--- config.mk ---
export PLATFORM = sky130hd
export DESIGN_NAME = mem_arbiter_rr
export DESIGN_NICKNAME = d
export VERILOG_FILES = /design/src/rtl/mem_arbiter_rr_pkg.sv /design/src/rtl/mem_arbiter_rr_picker.sv /design/src/rtl/mem_arbiter_rr.sv
export SDC_FILE = /design/constraint.sdc
export NUM_CORES = 1
export LEC_CHECK = 0
export BUFFER_PORTS_ARGS = -buffer_cell sky130_fd_sc_hd__clkbuf_2
export CAP_MARGIN = 5
export CORE_AREA = 2 2 361 363
export CTS_CLUSTER_DIAMETER = 40
export DETAILED_ROUTE_END_ITERATION = 8
export DIE_AREA = 0 0 363 365
export PLACE_DENSITY = 0.35
export RECOVER_POWER = 25
export SETUP_SLACK_MARGIN = 0.15
export SLEW_MARGIN = 10
export SYNTH_ARGS = -nofsm -noshare
export SYNTH_HDL_FRONTEND = slang
export SYNTH_SLANG_ARGS = --single-unit
--- constraint.sdc ---
create_clock -name clk -period 18.76 [get_ports clk]
set_input_delay 0 -clock clk [delete_from_list [all_inputs] [get_ports clk]]
set_output_delay 0 -clock clk [all_outputs]
set_load 0.02 [all_outputs]
--- src/rtl/mem_arbiter_rr_pkg.sv ---
// rtl/mem_arbiter_rr_pkg.sv - shared state encoding and width helper for the memory arbiter
package mem_arbiter_rr_pkg;

  typedef enum logic [1:0] {
    ARB_IDLE = 2'd0,
    ARB_BUSY = 2'd1,
    ARB_DONE = 2'd2
  } arb_state_t;

  // Index width for n items, never narrower than one bit
  function automatic int ch_width(input int n);
    return (n > 1) ? $clog2(n) : 1;
  endfunction

endpackage

--- src/rtl/mem_arbiter_rr_picker.sv ---
// rtl/mem_arbiter_rr_picker.sv - combinational round-robin winner select starting after ptr
module rr_picker
  import mem_arbiter_rr_pkg::*;
#(
  parameter int N = 3,
  parameter int W = ch_width(N)
) (
  input  logic [N-1:0] req,
  input  logic [W-1:0] ptr,
  output logic [W-1:0] winner,
  output logic         any
);

  int idx;

  // Scan downward so the last hit (closest to ptr+1) wins
  always_comb begin
    winner = '0;
    idx    = 0;
    any    = |req;
    for (int i = N; i >= 1; i--) begin
      idx = (int'(ptr) + i) % N;
      if (req[idx]) winner = W'(idx);
    end
  end

endmodule

--- src/rtl/mem_arbiter_rr.sv ---
// rtl/mem_arbiter_rr.sv - N-channel arbiter onto a single memory port, one transaction in flight
module mem_arbiter_rr
  import mem_arbiter_rr_pkg::*;
#(
  parameter int NUM_CH  = 3,
  parameter int ADDR_W  = 32,
  parameter int DATA_W  = 128,
  parameter int RR_MODE = 1,
  parameter int TIMEOUT = 255,
  parameter int CH_W    = ch_width(NUM_CH)
) (
  input  logic                     clk,
  input  logic                     reset,
  input  logic [NUM_CH-1:0]        req_valid,
  input  logic [NUM_CH-1:0]        req_rw,
  input  logic [NUM_CH*ADDR_W-1:0] req_addr,
  input  logic [NUM_CH*DATA_W-1:0] req_wdata,
  output logic [NUM_CH-1:0]        req_ack,
  output logic [NUM_CH-1:0]        req_err,
  output logic [DATA_W-1:0]        rsp_rdata,
  output logic [CH_W-1:0]          grant_id,
  output logic                     busy,
  output logic                     mem_enable,
  output logic                     mem_rw,
  output logic [ADDR_W-1:0]        mem_addr,
  output logic [DATA_W-1:0]        mem_data_in,
  input  logic                     mem_ack,
  input  logic [DATA_W-1:0]        mem_data_out
);

  localparam int TIMER_W = ch_width(TIMEOUT + 1);
  localparam logic [TIMER_W-1:0] TIMER_LAST = TIMER_W'((TIMEOUT > 0) ? TIMEOUT - 1 : 0);
  localparam logic [CH_W-1:0]    PTR_INIT   = CH_W'(NUM_CH - 1);

  arb_state_t          state, next_state;
  logic [CH_W-1:0]     rr_ptr;
  logic [CH_W-1:0]     pick_ptr;
  logic [CH_W-1:0]     winner;
  logic                any;
  logic [TIMER_W-1:0]  timer;
  logic                expired;
  logic                finish;
  logic [NUM_CH-1:0]   grant_onehot;
  logic                sel_rw;
  logic [ADDR_W-1:0]   sel_addr;
  logic [DATA_W-1:0]   sel_wdata;

  // Fixed priority is a round-robin scan that always starts just after the top channel
  assign pick_ptr = (RR_MODE != 0) ? rr_ptr : PTR_INIT;

  rr_picker #(.N(NUM_CH), .W(CH_W)) u_picker (
    .req    (req_valid),
    .ptr    (pick_ptr),
    .winner (winner),
    .any    (any)
  );

  always_ff @(posedge clk or posedge reset) begin
    if (reset) state <= ARB_IDLE;
    else       state <= next_state;
  end

  always_comb begin
    next_state = state;
    case (state)
      ARB_IDLE: if (any) next_state = ARB_BUSY;
      ARB_BUSY: if (finish) next_state = ARB_DONE;
      ARB_DONE: next_state = ARB_IDLE;
      default:  next_state = ARB_IDLE;
    endcase
  end

  always_comb begin
    expired      = (TIMEOUT != 0) && (timer == TIMER_LAST);
    finish       = (state == ARB_BUSY) && (mem_ack || expired);
    grant_onehot = NUM_CH'(1) << grant_id;
    sel_rw       = 1'b0;
    sel_addr     = '0;
    sel_wdata    = '0;
    for (int i = 0; i < NUM_CH; i++) begin
      if (int'(winner) == i) begin
        sel_rw    = req_rw[i];
        sel_addr  = req_addr[i*ADDR_W +: ADDR_W];
        sel_wdata = req_wdata[i*DATA_W +: DATA_W];
      end
    end
  end

  always_ff @(posedge clk or posedge reset) begin
    if (reset) begin
      req_ack     <= '0;
      req_err     <= '0;
      rsp_rdata   <= '0;
      grant_id    <= '0;
      busy        <= 1'b0;
      mem_enable  <= 1'b0;
      mem_rw      <= 1'b0;
      mem_addr    <= '0;
      mem_data_in <= '0;
      rr_ptr      <= PTR_INIT;
      timer       <= '0;
    end else begin
      req_ack <= '0;
      req_err <= '0;
      case (state)
        ARB_IDLE: begin
          if (any) begin
            mem_enable  <= 1'b1;
            busy        <= 1'b1;
            grant_id    <= winner;
            mem_rw      <= sel_rw;
            mem_addr    <= sel_addr;
            mem_data_in <= sel_wdata;
            timer       <= '0;
          end
        end
        ARB_BUSY: begin
          timer <= timer + 1'b1;
          if (finish) begin
            // An ack landing on the expiry cycle still counts as success
            req_ack    <= grant_onehot;
            req_err    <= mem_ack ? '0 : grant_onehot;
            mem_enable <= 1'b0;
            busy       <= 1'b0;
            rr_ptr     <= grant_id;
            if (mem_ack && !mem_rw) rsp_rdata <= mem_data_out;
          end
        end
        default: ;
      endcase
    end
  end

endmodule
-- After elaboration in Yosys (flattened, before gate mapping)
Cells that the tools add are included.
- register bits after elaboration: 310
- logic and storage cells: 76
- $add $sub $neg: 4
- div/mod/pow operators: 3
- $lt $le $gt $ge: 3
- equality and inequality tests: 6
- shift operators: 1
- multiplexer cells: 34
- reductions and logical operators: 14
- operators by type and width (operator ; count):
    $mux 128 ; 3
    $lt 32x4->1 const B ; 3
    $mod 32x3->32 const B ; 3
    $mux 32 ; 3
    $pmux 8 s2 ; 1
    $mux 3 ; 5
    $mux 1 ; 11
    $mux 2 ; 5
    $add 8x1->8 const B ; 1
    $eq 8x8->1 const B ; 1
    $mux 8 ; 1
    $reduce_and 2->1 ; 4
    $add 2x2->3 const B ; 2
    $bmux 1 s2 ; 3
    $reduce_and 3->1 ; 2
    $eq 2x2->1 const B ; 2
    $logic_not 2->1 ; 2
    $ne 2x2->1 const B ; 2
    $pmux 2 s2 ; 1
    $add 2x1->3 const B ; 1
    $reduce_or 3->1 ; 1
    $shl 1x2->3 const A ; 1
    $eq 2x1->1 const B ; 1
    $logic_and 1x1->1 ; 2
    other kinds (4) ; 4

-- Logic depth before layout (Yosys ltp)
Gate-level depths: netlist of run 1.
- depth in word-level cells: 12
- gate-level depth with buffers: 11

-- Hierarchy
Synthesis of run 1 repeated with hierarchy kept, for this count alone.
- cells, all modules: 1430
- area total of the unflattened synthesis: 14770.4 um^2
- modules (own cells, without submodules) (module ; times used ; cells an instance ; area an instance (um^2) ; seq. area each (um^2)):
    mem_arbiter_rr ; 1 ; 1410 ; 14620.3 ; 7758.7
    rr_picker ; 1 ; 20 ; 150.1 ; 0.0

-- Least setup slack after synthesis of run 1
No wires, ideal clock.
- kind: register to register
- start: reg rr_ptr[1] (netlist: pick_ptr[1])
- end: reg mem_addr[10]
- setup time: 138 ps
- arrival: 2061 ps
- data required time: 18622 ps
- setup slack: 16561 ps
- cell stages (with the launch flop): 10
- clock period less this slack: 2199 ps
- path through: dfstp_2 ha_1 buf_4 mux2i_1 o221ai_1 and2_1 nand2_1 buf_2 buf_1 o211ai_1
- longest elaborated chain between the ends: 12
- elaborated cells on any way between the ends: 24
- classes of those cells: 3 x add/sub; 3 x div; 2 x eq/ne; 15 x mux; 1 x reduce/logical
- RTL lines (element ; line ; text):
    start: declaration ; mem_arbiter_rr.sv:36 ; logic [CH_W-1:0] rr_ptr;
    start signal: assignment ; mem_arbiter_rr.sv:125 ; rr_ptr <= grant_id;
    $add 2x2->3 ; mem_arbiter_rr_picker.sv:22 ; idx = (int'(ptr) + i) % N;
    $mod 32x3->32 ; mem_arbiter_rr_picker.sv:22 ;
    $bmux 1 s2 ; mem_arbiter_rr_picker.sv:23 ; if (req[idx]) winner = W'(idx);
    $mux 1 (implied by the code) (2 in series) ; mem_arbiter_rr_picker.sv:23 ;
    $mux 2 (2 in series) ; mem_arbiter_rr_picker.sv:23 ;
    $mux 2 * ; mem_arbiter_rr_picker.sv:23 ;
    $logic_not 2->1 ; mem_arbiter_rr.sv:81 ; if (int'(winner) == i) begin
    $mux 32 (2 in series) ; mem_arbiter_rr.sv:81 ;
    $mux 32 * ; mem_arbiter_rr.sv:81 ;
    end signal: assignment ; mem_arbiter_rr.sv:112 ; mem_addr <= sel_addr;
    end: declaration ; mem_arbiter_rr.sv:25 ; output logic [ADDR_W-1:0] mem_addr,
Mark *: on every way between the ends. The rest lies on a longest branch, timed or not. The select of a mux whose other input is x is not followed.
A chain may end at the register's enable or synchronous reset.

-- Final worst setup path of run 1
- start: reg rr_ptr[1] (netlist: pick_ptr[1])
- end: reg mem_data_in[64]
- longest elaborated chain between the ends: 12
- elaborated cells on any way between the ends: 24
- classes of those cells: 3 x add/sub; 3 x div; 2 x eq/ne; 15 x mux; 1 x reduce/logical
- RTL lines (element ; line ; text):
    $add 2x2->3 ; mem_arbiter_rr_picker.sv:22 ;
    $mod 32x3->32 ; mem_arbiter_rr_picker.sv:22 ;
    $bmux 1 s2 ; mem_arbiter_rr_picker.sv:23 ;
    $mux 1 (implied by the code) (2 in series) ; mem_arbiter_rr_picker.sv:23 ;
    $mux 2 (2 in series) ; mem_arbiter_rr_picker.sv:23 ;
    $mux 2 * ; mem_arbiter_rr_picker.sv:23 ;
    $logic_not 2->1 ; mem_arbiter_rr.sv:81 ;
    $mux 128 (2 in series) ; mem_arbiter_rr.sv:81 ;
    $mux 128 * ; mem_arbiter_rr.sv:81 ;
    end signal: assignment ; mem_arbiter_rr.sv:113 ; mem_data_in <= sel_wdata;
    end: declaration ; mem_arbiter_rr.sv:26 ; output logic [DATA_W-1:0] mem_data_in,
Marked as above.

==> flow_metrics.env, run 1 <==
export IMPL_status="complete, but fails checks"
export IMPL_failed_checks="max-capacitance violations, max-slew violations"
export IMPL_skew_ns=0.0317
export IMPL_fin_crit_ns=5.04
export IMPL_grt_overflow_total=0
export IMPL_finalPower_mw=5.36
export IMPL_crit_family="buffers and inverters"
export IMPL_clock_path_buffers=3
export IMPL_syn2layout_area_growth_pct=95.6
export IMPL_ys_flop_type="dfrtp_1"
export IMPL_power_density_nw_per_um2=188
export IMPL_synth_nets=1946
export IMPL_antenna_found_initial=14
export IMPL_grt_max_degree=68
export IMPL_power_leakage_nw=12.9
export IMPL_dp_slack_ns=14.71
export IMPL_fin_nets=3345
export IMPL_r2r_cells=10
export IMPL_cts_sinks=310
export IMPL_die_height_um=365
export IMPL_io_pins=916
export IMPL_worst_pin_slew_ns=3.02
export IMPL_critPathSlowestCell="buf_4"
export IMPL_regToRegSetupSlack_ns=13.72
export IMPL_slew_viol_final=60
export IMPL_place_gp_congestion=0.797
export IMPL_track_usage_pct=11.7
export IMPL_rsz0062_at_grt="false"
export IMPL_clock_power_share_pct=27.1
export IMPL_min_to="grant_id[0]"
export IMPL_place_port_buffers=915
export IMPL_htreeDepth=3
export IMPL_internal_power_mw=3.16
export IMPL_syn_area_um2=14600
export IMPL_grt_pass1_wl_um=114000
export IMPL_avgSynthCellArea_um2=11.0
export IMPL_coreArea_um2=129000
export IMPL_p_switching_mw=2.20
export IMPL_fp_row_count=132
export IMPL_layout_setup_ws_ns=13.72
export IMPL_hp_start="req_valid[2]"
export IMPL_ys_ff_latch=310
export IMPL_path_buf_inv=4
export IMPL_final_area_um2=28600
export IMPL_synth_top_area_share_pct=53.0
export IMPL_fmax_mhz=198
export IMPL_synth_area_top_cells="dfrtp_1 (53%), mux2_2 (10%), mux2i_1 (8.0%)"
export IMPL_firstDrtPassIters=4
export IMPL_crit_start="pick_ptr[1]"
export IMPL_detailedRoute_firstIterationViolations=668
export IMPL_viasPerCell=3.68
export IMPL_crit_chain="ha_1 -> mux2i_1 -> o221a_1 -> o21a_4 -> buf_4 -> buf_4 -> a211oi_1 -> dlygate4sd3_1 -> o21ai_1 -> dlygate4sd3_1"
export IMPL_yosysMostFrequentCell="dfrtp_1"
export IMPL_final_layout_size_suffix_gt1_share_pct=37.9
export IMPL_cts_root_buf="clkbuf_16"
export IMPL_cts_setup_buffers=0
export IMPL_seq_power_share_pct=22.4
export IMPL_finalSetupViolCount=0
export IMPL_final_setup_tns_ns=0
export IMPL_dieArea_um2=132000
export IMPL_ys_warn_count=0
export IMPL_ys_top_cells_by_count="dfrtp_1 (309), nand2_1 (171), mux2_2 (130)"
export IMPL_detail_route_antenna_nets=0
export IMPL_wire_per_inst_um=18.2
export IMPL_drc=0
export IMPL_postCtsHoldBufs=496
export IMPL_hold_viol_final=0
export IMPL_worstPathRequired_ns=19.30
export IMPL_slowest_delay_ns=0.87
export IMPL_reg2reg_to="mem_data_in[64]"
export IMPL_p_comb_share_pct=50.6
export IMPL_vdd_drop_max_mv=0.0741
export IMPL_grt_pass1_vias=17500
export IMPL_drv_cap=1
export IMPL_wl_um=81400
export IMPL_crit_path_end_kind="register"
export IMPL_cts_tree="yes"
export IMPL_ys_types=39
export IMPL_synth_edf_count=0
export IMPL_place_area_um2=21000
export IMPL_setup_worst_path_class="register to register"
export IMPL_cts_clk_slew_worst_paths_ns=0.04
export IMPL_cp_arrival_ns=5.58
export IMPL_die_w_um=363
export IMPL_async_reset_ff_share_pct=100
export IMPL_r2r_start="pick_ptr[1]"
export IMPL_period_share_pct=26.9
export IMPL_worstHoldPathCells=5
export IMPL_vias=16500
export IMPL_netlist_top_cell_by_area="dfrtp_1"
export IMPL_insertion_delay_ns=0.64
export IMPL_cts_buffers=81
export IMPL_hp_class="input pin to register"
export IMPL_worst_path_max_fanout=52
export IMPL_cts_resized=0
export IMPL_start_kind="register"
export IMPL_hpwl_um=58600
export IMPL_yosysSeqAreaShare_pct=53.1
export IMPL_swShare_pct=41.0
export IMPL_cp_depth=10
export IMPL_syn_instance_count=1323
export IMPL_relSlewSlack_pct=-102
export IMPL_start_util_pct=11.3
[cells by family after synthesis]
kind of cell	count (synthesis)	share of synthesized area [%]
buffers and inverters	121	3.92
AND/OR/NAND/NOR	364	11.6
flip-flops	310	53.1
adder cells (fa/ha/maj)	6	0.514
multiplexers	247	18.0
AO/OA/AOI/OAI	275	12.8
[worst register-to-register path: stages, from the launching register on]
cell,delay [ns]
dfstp_2,0.55
ha_1,0.23
mux2i_1,0.36
o221a_1,0.34
o21a_4,0.28
buf_4,0.64
buf_4,1.02
a211oi_1,0.19
dlygate4sd3_1,0.61
o21ai_1,0.14
dlygate4sd3_1,0.57
[metrics by stage]
stage	util (%)	hold WS [ns]	cells
6_report	22.2	0.102	4469
5_1_grt	22.2	0.0733	4466
4_1_cts	22.4	0.00473	4462
3_5_place_dp	16.3	0.0818	3818
3_3_place_gp	16.3	0.0798	3818
2_1_floorplan	-	0.0710	1323
[sequential cells by signal (all words and copies together) (netlist names)]
name	flops
mem_rw	1
grant_id	2
mem_addr	32
req_err	3
state	2
req_ack	3
pick_ptr	2
mem_data_in	128
timer	8
rsp_rdata	128
mem_enable	1
[metal layers]
layer  up-vias  global-route usage, %  part of all wire, %
met5         -                      0                0.056
met4         8                   5.68                  3.8
met3       144                   3.41                  7.3
met2       632                   19.7                   48
met1      8020                   13.7                   40
li1       7659                      -                    -
[placed cells by master, fill, tap and decap left out, drive strengths merged, types with 6 or more instances in the layout]
cell type    count
dfrtp          309
clkinvlp         7
mux2           130
bufinv           9
nand2          171
o21ai          104
buf             21
clkinv          20
o211ai         115
mux2i          117
clkbuf        1021
diode            7
a211oi          46
dlygate4sd3    496
ha               6
nand3          121
and3            48
inv             11
[power groups by stage]
stage          Sequential (mW)  Clock, mW  Combinational (mW)
6_report                  1.20       1.45                2.71
5_1_grt                   1.24       1.53                2.92
4_1_cts                   1.20       1.50                2.79
3_5_place_dp              1.21          0                2.25
3_3_place_gp              1.21          0                2.26
2_1_floorplan             1.57          0                1.03
[how the worst max path moves through the flow]
stage / slack [ns] / to
6_report: 13.72 / mem_data_in[64]
3_5_place_dp: 14.71 / mem_addr[12]
2_1_floorplan: 10.19 / grant_id[0]
4_1_cts: 13.76 / mem_data_in[69]
5_1_grt: 13.47 / mem_data_in[67]
3_3_place_gp: 14.72 / mem_data_in[62]
[area by class of cell]
type / instances / area (µm²)
sequential: 310 / 7760
tap: 1675 / 2100
inverter: 5 / 20.0
multi-input combinational: 892 / 6340
antenna: 7 / 17.5
timing repair buffer: 1432 / 9490
clock inverter: 42 / 549
fill: 14200 / 100000
clock buffer: 106 / 2290
Power figures use the tool's default switching activity.
==> inputs of run 2 (changes only) <==
clock period = 4.7 ns   (was 18.76 ns; I/O delays follow)
==> run 2 against run 1 <==
Against the previous run: the run still ends with max-capacitance violations, max-slew violations left; global-route usage increased by 0.72 points; sequential power rose to 4.1 times the previous value; total power increased to 4.1 times the previous value; clock power rose to 4.2 times the previous value; setup slack worse by 13 ns; combinational power increased to 4.1 times the previous value; wire length is 6.2% higher; register-to-register slack got worse by 13 ns; clock skew down 0.0043 ns; clock-buffer cell count decreased by 1; final cell count rose by 0.47%; first-iteration DRC count fell by 13%; critical path type unchanged; critical endpoint is now mem_addr[31].
==> flow_metrics.env, run 2 (synthesis gave the netlist of run 1 again) <==
export IMPL_status="complete, but fails checks"
export IMPL_failed_checks="max-capacitance violations, max-slew violations"
export IMPL_grt_overflow_total=0
export IMPL_rsz0062_at_grt="false"
export IMPL_crit_path_end_kind="register"
export IMPL_setup_worst_path_class="register to register"
export IMPL_num_fill_cells=14200
export IMPL_top_regs="mem_data_in: 128 flops, rsp_rdata: 128 flops, mem_addr: 32 flops"
export IMPL_drc=0
export IMPL_multi_input_area_um2=6340
export IMPL_seq_area_um2=7760
export IMPL_htreeDepth=3
export IMPL_slowest_delay_ns=0.63
export IMPL_insertion_delay_ns=0.65
export IMPL_place_port_buffers=915
export IMPL_worstHoldPathCells=4
export IMPL_finalSetupViolCount=0
export IMPL_hp_start="req_valid[1]"
export IMPL_place_gp_congestion=0.795
export IMPL_start_util_pct=11.3
export IMPL_hp_class="input pin to register"
export IMPL_hold_viol_final=0
export IMPL_wire_per_inst_um=19.3
export IMPL_clock_path_buffers=3
export IMPL_final_layout_size_suffix_gt1_share_pct=37.7
export IMPL_slew_viol_final=62
export IMPL_io_pins=916
export IMPL_power_density_nw_per_um2=758
export IMPL_cts_buffers=85
export IMPL_track_usage_pct=12.4
export IMPL_cts_clk_slew_worst_paths_ns=0.05
export IMPL_vias=16600
export IMPL_place_area_um2=21200
export IMPL_min_to="grant_id[0]"
export IMPL_cp_arrival_ns=4.64
export IMPL_fin_crit_ns=4.11
export IMPL_worst_path_max_fanout=29
export IMPL_viasPerCell=3.69
export IMPL_hpwl_um=63500
export IMPL_fp_row_count=132
export IMPL_placed_cells=3829
export IMPL_fmax_mhz=244
export IMPL_firstDrtPassIters=4
export IMPL_worst_pin_slew_ns=1.90
export IMPL_vdd_drop_max_mv=0.345
export IMPL_die_height_um=365
export IMPL_final_setup_tns_ns=0
export IMPL_start_kind="register"
export IMPL_regToRegSetupSlack_ns=0.59
export IMPL_period_share_pct=87.3
export IMPL_final_area_um2=28900
export IMPL_detailedRoute_firstIterationViolations=583
export IMPL_cts_tree="yes"
export IMPL_r2r_cells=9
export IMPL_die_w_um=363
export IMPL_syn2layout_area_growth_pct=97.9
export IMPL_grt_pass1_vias=17700
export IMPL_final_common_cell="clkbuf_2"
export IMPL_relSlewSlack_pct=-26.4
export IMPL_crit_chain="ha_1 -> mux2i_1 -> o221a_1 -> o21a_4 -> buf_12 -> mux2i_1 -> dlygate4sd3_1 -> o211ai_1 -> dlygate4sd3_1"
export IMPL_r2r_start="pick_ptr[1]"
export IMPL_cts_root_buf="clkbuf_16"
export IMPL_drv_cap=1
export IMPL_finalPower_mw=21.9
export IMPL_reg2reg_to="mem_addr[31]"
export IMPL_mostFrequentLayoutCells="clkbuf_2 (724), dlygate4sd3_1 (494), dfrtp_1 (309)"
export IMPL_grt_pass1_wl_um=120000
export IMPL_fin_nets=3360
export IMPL_skew_ns=0.0274
export IMPL_final_cells=4490
export IMPL_critPathSlowestCell="o21a_4"
export IMPL_cts_sinks=310
export IMPL_antenna_found_initial=18
export IMPL_power_leakage_nw=13.0
export IMPL_dieArea_um2=132000
export IMPL_coreArea_um2=129000
export IMPL_detail_route_antenna_nets=0
export IMPL_worstPathRequired_ns=5.23
export IMPL_grt_max_degree=124
export IMPL_wl_um=86500
[run 2: worst max-delay path, delay by kind of cell, from the launching register on]
kind | cells | cell delay, ns
buf+inv | 3 | 1.48
fa+ha+maj | 1 | 0.22
mux | 2 | 0.57
flops | 1 | 0.55
compound gates | 3 | 1.05
[run 2: cell type report]
cell class	instances	share of cell area (%)
repair buffers	1443	33.4
flip-flops and latches	310	26.9
multi-input cells	892	22.0
clock buffers	105	8.00
well taps	1675	7.25
clock inverters	53	2.37
inverters	5	0.0693
diodes	7	0.0606
[run 2: power by group]
group          internal (mW)  switching [mW]  total (mW)
registers               4.02           0.854        4.87
logic                   4.82            6.15        11.0
clock network           4.10            1.95        6.05
[run 2: timing repair]
action | 4_1_cts | 5_1_grt
hold buffers | 494 | 0
hold endpoints to repair | 604 | 0
setup buffers | 0 | 2
setup endpoints to repair | 0 | 14
gates resized for setup | 0 | 1
[run 2: worst max path at each step]
stage | endpoint | cells past startpoint | slack, ns | from
after floorplan | grant_id[0] | 1 | 0.57 | reset
after global placement | mem_data_in[69] | 7 | 1.30 | pick_ptr[0]
after detailed placement | mem_data_in[69] | 6 | 1.24 | pick_ptr[1]
after CTS | mem_data_in[61] | 10 | 0.28 | pick_ptr[0]
after global routing | mem_data_in[67] | 10 | 0.26 | pick_ptr[0]
final | mem_addr[31] | 9 | 0.59 | pick_ptr[1]
[run 2: per-layer routing]
layer | global-route usage (%) | vias to the layer above | part of all wire, %
li1 | - | 7698 | -
met1 | 14.5 | 8080 | 41
met2 | 21.3 | 649 | 49
met3 | 3.83 | 146 | 7.2
met4 | 5.02 | 12 | 3.1
met5 | 0 | - | 0.089
[run 2: through the flow]
step	util, %	setup WS [ns]	hold WS [ns]
4_1_cts	22.6	0.280	0.0337
3_5_place_dp	16.5	1.24	-0.0220
3_3_place_gp	16.5	1.30	-0.0131
2_1_floorplan	-	0.574	0.0710
6_report	22.5	0.595	0.0627
5_1_grt	22.5	0.263	0.0740
==> inputs of run 3 (changes only) <==
BUFFER_PORTS_ARGS = -buffer_cell sky130_fd_sc_hd__buf_2   (was -buffer_cell sky130_fd_sc_hd__clkbuf_2)
CORE_AREA = 2 2 352 354   (was 2 2 361 363)
DIE_AREA = 0 0 354 356   (was 0 0 363 365)
PLACE_DENSITY = 0.36   (was 0.35)
SYNTH_HIERARCHICAL = 1   (was unset)
==> run 3 against run 2 <==
Against the previous run: the run now ends clean; core utilization up 0.67 points; critical path depth up 3; fmax up 15%; total power down 1.2%; clock power down 3.5%; clock-buffer cell count down 2; highest routed layer unchanged.
==> flow_metrics.env, run 3 <==
export IMPL_detailedRoute_firstIterationViolations=606
export IMPL_firstDrtPassIters=5
export IMPL_final_setup_tns_ns=0
export IMPL_yosysMostFrequentCell="dfrtp_1"
export IMPL_grt_max_degree=130
export IMPL_syn_instance_count=1430
export IMPL_r2r_cells=12
export IMPL_cts_resized=0
export IMPL_slowest_delay_ns=0.56
export IMPL_worstPathRequired_ns=5.19
export IMPL_finalPower_mw=21.6
export IMPL_cts_setup_buffers=0
export IMPL_worst_path_max_fanout=44
export IMPL_path_buf_inv=4
export IMPL_drc=0
export IMPL_top_regs="mem_data_in: 128 flops, rsp_rdata: 128 flops, mem_addr: 32 flops"
export IMPL_place_port_buffers=915
export IMPL_critPathSlowestCell="dlygate4sd3_1"
export IMPL_wire_per_inst_um=16.8
export IMPL_cts_buffers=83
export IMPL_detail_route_antenna_nets=0
export IMPL_setup_worst_path_class="register to register"
export IMPL_async_reset_ff_share_pct=100
export IMPL_cpMostUsedCell="o21ai_0"
export IMPL_regToRegSetupSlack_ns=1.13
export IMPL_cts_sinks=310
export IMPL_netlist_top_cell_by_area="dfrtp_1"
export IMPL_ys_warn_count=6
export IMPL_cp_arrival_ns=4.06
export IMPL_viasPerCell=3.58
export IMPL_cp_depth=12
export IMPL_power_density_nw_per_um2=762
export IMPL_cts_clk_slew_worst_paths_ns=0.04
export IMPL_period_share_pct=75.9
export IMPL_htreeDepth=3
export IMPL_io_pins=916
export IMPL_fmax_mhz=280
export IMPL_dieArea_um2=126000
export IMPL_final_cells=4512
export IMPL_postCtsHoldBufs=455
export IMPL_power_leakage_nw=12.7
export IMPL_num_fill_cells=13600
export IMPL_insertion_delay_ns=0.65
export IMPL_avgSynthCellArea_um2=10.3
export IMPL_skew_ns=0.0385
export IMPL_worstHoldPathCells=6
export IMPL_crit_path_end_kind="register"
export IMPL_fin_crit_ns=3.57
export IMPL_status="completed"
export IMPL_hold_viol_final=0
export IMPL_hpwl_um=56800
export IMPL_ys_types=39
export IMPL_start_kind="register"
export IMPL_place_gp_congestion=0.782
export IMPL_ys_ff_latch=310
export IMPL_start_util_pct=12.0
export IMPL_use_met1_pct=13.3
export IMPL_cts_tree="yes"
export IMPL_wl_um=75800
export IMPL_die_height_um=356
export IMPL_grt_overflow_total=0
export IMPL_syn2layout_area_growth_pct=92.1
export IMPL_antenna_found_initial=21
export IMPL_track_usage_pct=11.6
export IMPL_ys_flop_type="dfrtp_1"
export IMPL_placed_cells=3901
export IMPL_slew_viol_final=0
export IMPL_synth_edf_count=0
export IMPL_rsz0062_at_grt="false"
export IMPL_vdd_drop_max_mv=0.412
export IMPL_use_met2_pct=19.2
export IMPL_final_layout_size_suffix_gt1_share_pct=36.0
export IMPL_coreArea_um2=123000
export IMPL_synth_area_top_cells="dfrtp_1 (52%), mux2i_1 (11%), mux2_2 (9.9%)"
export IMPL_grt_busiest_layer="met2"
export IMPL_syn_area_um2=14800
export IMPL_drv_cap=0
export IMPL_cts_root_buf="clkbuf_16"
export IMPL_multi_input_area_um2=6460
export IMPL_relSlewSlack_pct=28.0
export IMPL_crit_start="pick_ptr[1]"
export IMPL_r2r_start="pick_ptr[1]"
export IMPL_die_w_um=354
export IMPL_final_common_cell="buf_2"
export IMPL_hold_ws_ns=0.0473
export IMPL_critPathCapture="mem_data_in[80]"
export IMPL_grt_pass1_wl_um=108000
export IMPL_seq_area_um2=7760
export IMPL_hp_class="input pin to register"
export IMPL_yosysSeqAreaShare_pct=52.5
export IMPL_clock_path_buffers=3
export IMPL_fp_row_count=129
export IMPL_crit_chain="inv_1 -> ha_1 -> a21boi_2 -> o21ai_0 -> o311ai_4 -> buf_12 -> buf_4 -> mux2i_1 -> nor2_1 -> a21oi_1 -> dlygate4sd3_1 -> o21ai_0"
export IMPL_reg2reg_to="mem_data_in[80]"
export IMPL_synth_top_area_share_pct=52.4
export IMPL_grt_pass1_vias=16700
export IMPL_worst_pin_slew_ns=1.07
export IMPL_fin_nets=3426
export IMPL_synth_nets=2052
export IMPL_mostFrequentLayoutCells="buf_2 (725), dlygate4sd3_1 (455), dfrtp_1 (309)"
export IMPL_vias=16200
export IMPL_met3_usage_pct=4.20
export IMPL_ys_top_cells_by_count="dfrtp_1 (309), nand2_1 (175), nor2_1 (169)"
export IMPL_finalSetupViolCount=0
export IMPL_crit_family="buffers and inverters"
-- run 3: layer usage --
layer / share of wire [%] / up-vias
li1: - / 7725
met1: 40 / 7693
met2: 48 / 593
met3: 8.3 / 141
met4: 3.2 / 14
met5: 0.11 / -
-- run 3: cells by family after synthesis --
group	Yosys count	synth area share (%)
compound gates	338	11.8
xor+xnor	1	0.0593
fa+ha+maj	5	0.424
buf+inv	110	4.14
flops	310	52.5
mux	293	21.0
simple gates	373	10.1
-- run 3: how the worst min path moves through the flow --
stage | startpoint | slack, ns | to
final | req_valid[2] | 0.05 | grant_id[0]
after global routing | mem_data_out[121] | 0.07 | rsp_rdata[121]
after CTS | req_valid[2] | 0.001 | grant_id[0]
after detailed placement | reset | 0.09 | rsp_rdata[86]
after global placement | reset | 0.09 | timer[6]
after floorplan | mem_ack | 0.07 | req_err[0]
-- run 3: tightest hold or removal path, delay by kind of cell --
kind                   cells  cell delay [ns]
AOI/OAI and AO/OA          2             0.22
buffers and inverters      2             0.30
and+or+nand+nor            2             0.13
-- run 3: layout make-up --
| type | count | share of cell area, % |
|---|---|---|
| clock inverters | 52 | 2.15 |
| clock buffers | 103 | 8.05 |
| flip-flops and latches | 310 | 27.3 |
| well taps | 1637 | 7.22 |
| diodes | 1 | 0.00882 |
| multi-input cells | 1010 | 22.8 |
| inverters | 5 | 0.0706 |
| repair buffers | 1394 | 32.4 |
-- run 3: stage by stage --
step	setup slack [ns]	cell area (µm²)	util [%]
final	1.13	28400	23.1
after global placement	1.60	21200	17.3
after floorplan	0.574	14800	-
after global routing	0.847	28400	23.1
after CTS	1.08	28600	23.3
after detailed placement	1.61	21200	17.3
-- run 3: report_power, final --
group          leakage, nW  switching [mW]  internal [mW]
combinational         7.52            6.26           4.80
clock                 1.39            1.89           3.94
sequential            3.80           0.737           3.99
